===== config.mk =====
export PLATFORM = sky130hd
export DESIGN_NAME = seg7_scan_ctrl
export DESIGN_NICKNAME = d
export VERILOG_FILES = /design/src/rtl/seg7_scan_ctrl.sv
export SDC_FILE = /design/constraint.sdc
export NUM_CORES = 1
export LEC_CHECK = 0
export CORE_MARGIN = 2
export CORE_UTILIZATION = 63
export DETAILED_ROUTE_END_ITERATION = 8
export PLACE_DENSITY_LB_ADDON = 0.1
export SYNTH_ARGS = -nofsm -noshare
export SYNTH_HDL_FRONTEND = slang
export SYNTH_SLANG_ARGS = --single-unit
export TNS_END_PERCENT = 100

===== constraint.sdc =====
create_clock -name clk -period 7.5 [get_ports clk]
set_input_delay 1.125 -clock clk [delete_from_list [all_inputs] [get_ports clk]]
set_output_delay 1.125 -clock clk [all_outputs]
set_load 0.005 [all_outputs]

===== src/rtl/seg7_scan_ctrl.sv =====
// Multiplexed common-anode 7-segment scanner with double-buffered digit memory,
// hex decode, brightness duty gating and digit mask. Define SEG7_BLINK_EN for per-digit blink.
module seg7_scan_ctrl #(
  parameter int NUM_DIGITS = 8,
  parameter int SCAN_DIV   = 200000,
  parameter int BLINK_DIV  = 64,
  localparam int ADDR_W    = (NUM_DIGITS > 1) ? $clog2(NUM_DIGITS) : 1
) (
  input  logic                  clk,
  input  logic                  rst,
  input  logic                  wr_en,
  input  logic [ADDR_W-1:0]     wr_addr,
  input  logic [5:0]            wr_data,
  input  logic                  commit,
  input  logic [NUM_DIGITS-1:0] digit_mask,
  input  logic [2:0]            bright,
  output logic [NUM_DIGITS-1:0] led_en,
  output logic [6:0]            led_seg,
  output logic                  led_dp,
  output logic                  commit_pending,
  output logic                  frame_start
`ifdef SEG7_BLINK_EN
  ,
  input  logic [NUM_DIGITS-1:0] blink_mask
`endif
);

  localparam int SUB_LEN = SCAN_DIV / 8;
  localparam int SW      = (SUB_LEN > 1) ? $clog2(SUB_LEN) : 1;
  localparam logic [5:0] BLANK = 6'b100000;

  if (SCAN_DIV < 8 || (SCAN_DIV % 8) != 0) begin : g_bad_scan_div
    $error("SCAN_DIV must be a multiple of 8 and at least 8");
  end
  if (BLINK_DIV < 1) begin : g_bad_blink_div
    $error("BLINK_DIV must be at least 1");
  end

  // The slot tick is kept as (sub-phase, count within sub-phase) so no divider is needed.
  logic [SW-1:0]     sub_cnt_q;
  logic [2:0]        sub_q;
  logic [ADDR_W-1:0] idx_q;
  logic              commit_pending_q;
  logic [5:0]        shadow_q [NUM_DIGITS];
  logic [5:0]        active_q [NUM_DIGITS];

  logic [NUM_DIGITS-1:0] led_en_q, led_en_d;
  logic [6:0]            led_seg_q;
  logic                  led_dp_q;
  logic                  frame_start_q;

  logic       sub_wrap, slot_wrap, boundary, lit, blink_ok, do_copy;
  logic [5:0] cur_entry;

  function automatic logic [6:0] hex7(input logic [3:0] h);
    logic [6:0] s;
    case (h)
      4'h0: s = 7'h40;  4'h1: s = 7'h79;  4'h2: s = 7'h24;  4'h3: s = 7'h30;
      4'h4: s = 7'h19;  4'h5: s = 7'h12;  4'h6: s = 7'h02;  4'h7: s = 7'h78;
      4'h8: s = 7'h00;  4'h9: s = 7'h10;  4'hA: s = 7'h08;  4'hB: s = 7'h03;
      4'hC: s = 7'h46;  4'hD: s = 7'h21;  4'hE: s = 7'h06;  default: s = 7'h0E;
    endcase
    return s;
  endfunction

  always_comb begin
    sub_wrap  = (sub_cnt_q == SW'(SUB_LEN - 1));
    slot_wrap = sub_wrap && (sub_q == 3'd7);
    boundary  = slot_wrap && (idx_q == ADDR_W'(NUM_DIGITS - 1));
    do_copy   = boundary && commit_pending_q;
    cur_entry = active_q[idx_q];
    lit       = (sub_q <= bright) && digit_mask[idx_q] && !cur_entry[5] && blink_ok;
  end

  for (genvar gi = 0; gi < NUM_DIGITS; gi++) begin : g_en
    assign led_en_d[gi] = ~(lit && (idx_q == ADDR_W'(gi)));
  end

`ifdef SEG7_BLINK_EN
  localparam int FW = (BLINK_DIV > 1) ? $clog2(BLINK_DIV) : 1;
  logic [FW-1:0] frame_cnt_q;
  logic          blink_off_q;

  always_ff @(posedge clk) begin
    if (rst) begin
      frame_cnt_q <= '0;
      blink_off_q <= 1'b0;
    end else if (boundary) begin
      if (frame_cnt_q == FW'(BLINK_DIV - 1)) begin
        frame_cnt_q <= '0;
        blink_off_q <= ~blink_off_q;
      end else begin
        frame_cnt_q <= frame_cnt_q + 1'b1;
      end
    end
  end

  assign blink_ok = !(blink_off_q && blink_mask[idx_q]);
`else
  assign blink_ok = 1'b1;
`endif

  always_ff @(posedge clk) begin
    if (rst) begin
      sub_cnt_q        <= '0;
      sub_q            <= '0;
      idx_q            <= '0;
      commit_pending_q <= 1'b0;
      led_en_q         <= '1;
      led_seg_q        <= 7'h7F;
      led_dp_q         <= 1'b1;
      frame_start_q    <= 1'b0;
      for (int i = 0; i < NUM_DIGITS; i++) begin
        shadow_q[i] <= BLANK;
        active_q[i] <= BLANK;
      end
    end else begin
      sub_cnt_q <= sub_wrap ? '0 : sub_cnt_q + 1'b1;
      if (sub_wrap)
        sub_q <= sub_q + 1'b1;
      if (slot_wrap)
        idx_q <= boundary ? '0 : idx_q + 1'b1;

      if (do_copy)
        commit_pending_q <= 1'b0;
      else if (commit)
        commit_pending_q <= 1'b1;

      // Copy uses pre-write shadow contents; a same-cycle write lands in the next copy.
      for (int i = 0; i < NUM_DIGITS; i++) begin
        if (wr_en && (wr_addr == ADDR_W'(i)))
          shadow_q[i] <= wr_data;
        if (do_copy)
          active_q[i] <= shadow_q[i];
      end

      led_en_q      <= led_en_d;
      led_seg_q     <= lit ? hex7(cur_entry[3:0]) : 7'h7F;
      led_dp_q      <= lit ? ~cur_entry[4] : 1'b1;
      frame_start_q <= (idx_q == '0) && (sub_q == 3'd0) && (sub_cnt_q == '0);
    end
  end

  assign led_en         = led_en_q;
  assign led_seg        = led_seg_q;
  assign led_dp         = led_dp_q;
  assign commit_pending = commit_pending_q;
  assign frame_start    = frame_start_q;

endmodule


==> impl_metrics.env <==
export IMPL_critical_path_top_delay_family="simple AND/OR/NAND/NOR gates"
export IMPL_synth_area_leaders="edfxtp_1 49%, dfxtp_1 14%, mux4_2 5.4%"
export IMPL_cp_required_ns=7.81
export IMPL_syn_nets=485
export IMPL_status="finished clean"
export IMPL_endpoint_kind="register"
export IMPL_antenna_cells=0
export IMPL_grt_first_pass_wirelength_mm=16.9
export IMPL_area_growth_pct=16.8
export IMPL_worst_slew_pin_slew_ns=1.26
export IMPL_vias=3428
export IMPL_yosys_area_top_type_share_pct=49.2
export IMPL_cts_root_buf="clkbuf_8"
export IMPL_synthCells=442
export IMPL_hpwl_mm=7.04
export IMPL_insertion_delay_ns=0.51
export IMPL_synth_top_family_by_area="simple AND/OR/NAND/NOR gates"
export IMPL_ir_worst_vdd_uv=173
export IMPL_grt_max_degree=49
export IMPL_yosysSeqAreaShare_pct=63.6
export IMPL_layout_worst_path_cycle_share_pct=44.4
export IMPL_yosys_area_top_type="edfxtp_1"
export IMPL_postCtsSetupBuffers=0
export IMPL_synth_enable_flop_cells=96
export IMPL_fin_crit_ns=3.33
export IMPL_cts_sinks=138
export IMPL_crit_path_start_kind="register"
export IMPL_start_util_pct=64.3
export IMPL_grt_overflow=0
export IMPL_clockBufferDepth=2
export IMPL_synthTopCellsByCount="96 x edfxtp_1, 59 x nor2_1, 42 x dfxtp_1, 24 x and2_2, 21 x inv_1"
export IMPL_hold_buffers=0
export IMPL_cts_max_level=4
export IMPL_path_cells="mux4_2 > mux2_2 > nor4_2 > o221ai_1"
export IMPL_num_io_pins=42
export IMPL_netlist_area_mm2=0.00586
export IMPL_fmax_mhz=300
export IMPL_cp_arrival_ns=3.64
export IMPL_tns_ns=0
export IMPL_critPathKind="register to register"
export IMPL_synthMuxAreaShare_pct=7.37
export IMPL_vias_per_cell=5.63
export IMPL_synth_xor_area_share_pct=1.94
export IMPL_die_x_um=100
export IMPL_nets=529
export IMPL_yosys_area_share_adder_pct=4.06
export IMPL_path_buf_inv=0
export IMPL_io_buffers=41
export IMPL_post_drt_wl_per_cell_um=17.5
export IMPL_cap_violations=0
export IMPL_drive_gt1_share_pct=18.1
export IMPL_hold_path_class="register to register"
export IMPL_p_leak_nw=2.49
export IMPL_path_clk_slew_ns=0.06
export IMPL_drc=0
export IMPL_rsz0062_at_grt="no"
export IMPL_synth_compound_area_share_pct=2.50
export IMPL_coreArea_mm2=0.00911
export IMPL_ys_flop_type="edfxtp_1"
export IMPL_yosysWarnings=0
export IMPL_slowest_delay_ns=1.02
export IMPL_first_pass_iters=5
export IMPL_tritoncts="built"
export IMPL_track_usage_pct=22.6
export IMPL_ys_ff_latch=138
export IMPL_slew_violations=0
export IMPL_synth_simple_area_share_pct=18.0
export IMPL_antenna_found_initial=0
export IMPL_cts_repair_resized=0
export IMPL_hold_start="sub_cnt_q[0]$_SDFF_PP0_"
export IMPL_gp_congestion=0.830
export IMPL_p_per_area_mw_per_mm2=237
export IMPL_cp_max_fo=16
export IMPL_ant_nets=0
export IMPL_maxSlewHeadroom_pct=15.2
export IMPL_synth_most_common_cell="edfxtp_1"
export IMPL_worst_path_max_delay_cell="nor4_2"
export IMPL_chipHeight_um=100
export IMPL_holdWs_ns=0.473
export IMPL_finalHoldViolations=0
export IMPL_die_area_mm2=0.0101
export IMPL_grt_pass1_vias=3495
export IMPL_async_flop_share_pct=0
export IMPL_placementRows=35
export IMPL_avgSynthCellArea_um2=13.3
export IMPL_p_total_mw=1.62
export IMPL_finalClockSkew_ns=0.00643
export IMPL_synth_cell_types=44
export IMPL_drt_iter0_drc=204
export IMPL_finalWirelength_mm=10.6
export IMPL_setup_violations=0
export IMPL_cts_buffers=17
path summary, 6_finish.rpt:
check        cells past startpoint                       to  slack [ns]
max                              4    led_seg[5]$_SDFF_PP1_        4.17
min                              1  sub_cnt_q[0]$_SDFF_PP0_        0.47
min reg2reg                      1  sub_cnt_q[0]$_SDFF_PP0_        0.47
max reg2reg                      4    led_seg[5]$_SDFF_PP1_        4.17
final cells by class:
| cell class | instances | area [um2] |
|---|---|---|
| clock buffers | 19 | 422 |
| flip-flops and latches | 138 | 3720 |
| multi-input cells | 266 | 1980 |
| clock inverters | 12 | 78.8 |
| inverters | 21 | 78.8 |
| well taps | 111 | 139 |
| fillers | 584 | 2270 |
| repair buffers | 42 | 418 |
logic make-up after synthesis:
group / Yosys count
simple gates: 187
fa+ha+maj: 19
xor+xnor: 13
mux: 25
flops: 138
compound gates: 22
buf+inv: 38
worst register-to-register path, delay by kind of cell (launching register included):
family	cells	cell delay [ns]
and+or+nand+nor	1	1.02
DFF	1	0.92
muxes	2	0.90
AOI/OAI and AO/OA	1	0.30
through the flow:
stage | setup WS, ns | utilization (%) | cells | cell area, um2
5_1_grt | 3.87 | 75.1 | 609 | 6840
4_1_cts | 4.09 | 75.1 | 609 | 6840
3_5_place_dp | 3.76 | 69.6 | 578 | 6340
6_report | 4.17 | 75.1 | 609 | 6840
3_3_place_gp | 3.88 | 69.6 | 578 | 6340
2_1_floorplan | 4.85 | - | 442 | 5860
layer usage:
layer  GRT usage (%)  routed length, um  vias up
met1            27.1               4310     1674
met2            39.1               5640       96
li1                -                  -     1650
met5               0                  0        -
met4            10.1                 91        0
met3            5.01                589        8
cells in the final DEF (no fill, tap or decap), types with 3 or more instances in the layout:
cell	n
and2_2	24
xnor2_1	6
o21ai_0	5
nor2b_1	13
clkinv_2	4
or2_2	12
mux2i_1	6
edfxtp_1	96
clkinv_4	4
o221ai_1	3
clkdlybuf4s50_1	41
or2b_1	6
nand2_1	15
nand3_1	18
and2_1	7
dfxtp_1	42
a21oi_1	7
mux4_2	14
nor2_1	59
nand4_1	3
xor2_1	7
or3_1	4
nand2b_1	13
clkbuf_16	16
inv_1	21
mux2_2	5
ha_1	19
sequential cells by signal (all words and copies together), names as in the netlist, named ones only:
register,cells
led_en,8
shadow_q,48
frame_start,1
active_q,48
idx_q,3
commit_pending,1
led_dp,1
sub_q,3
sub_cnt_q,15
led_seg,7
power breakdown:
part / switching, mW / internal (mW)
Sequential: 0.00828 / 0.846
Combinational: 0.0386 / 0.0286
Clock: 0.299 / 0.401
Power figures use the tool's default switching activity.
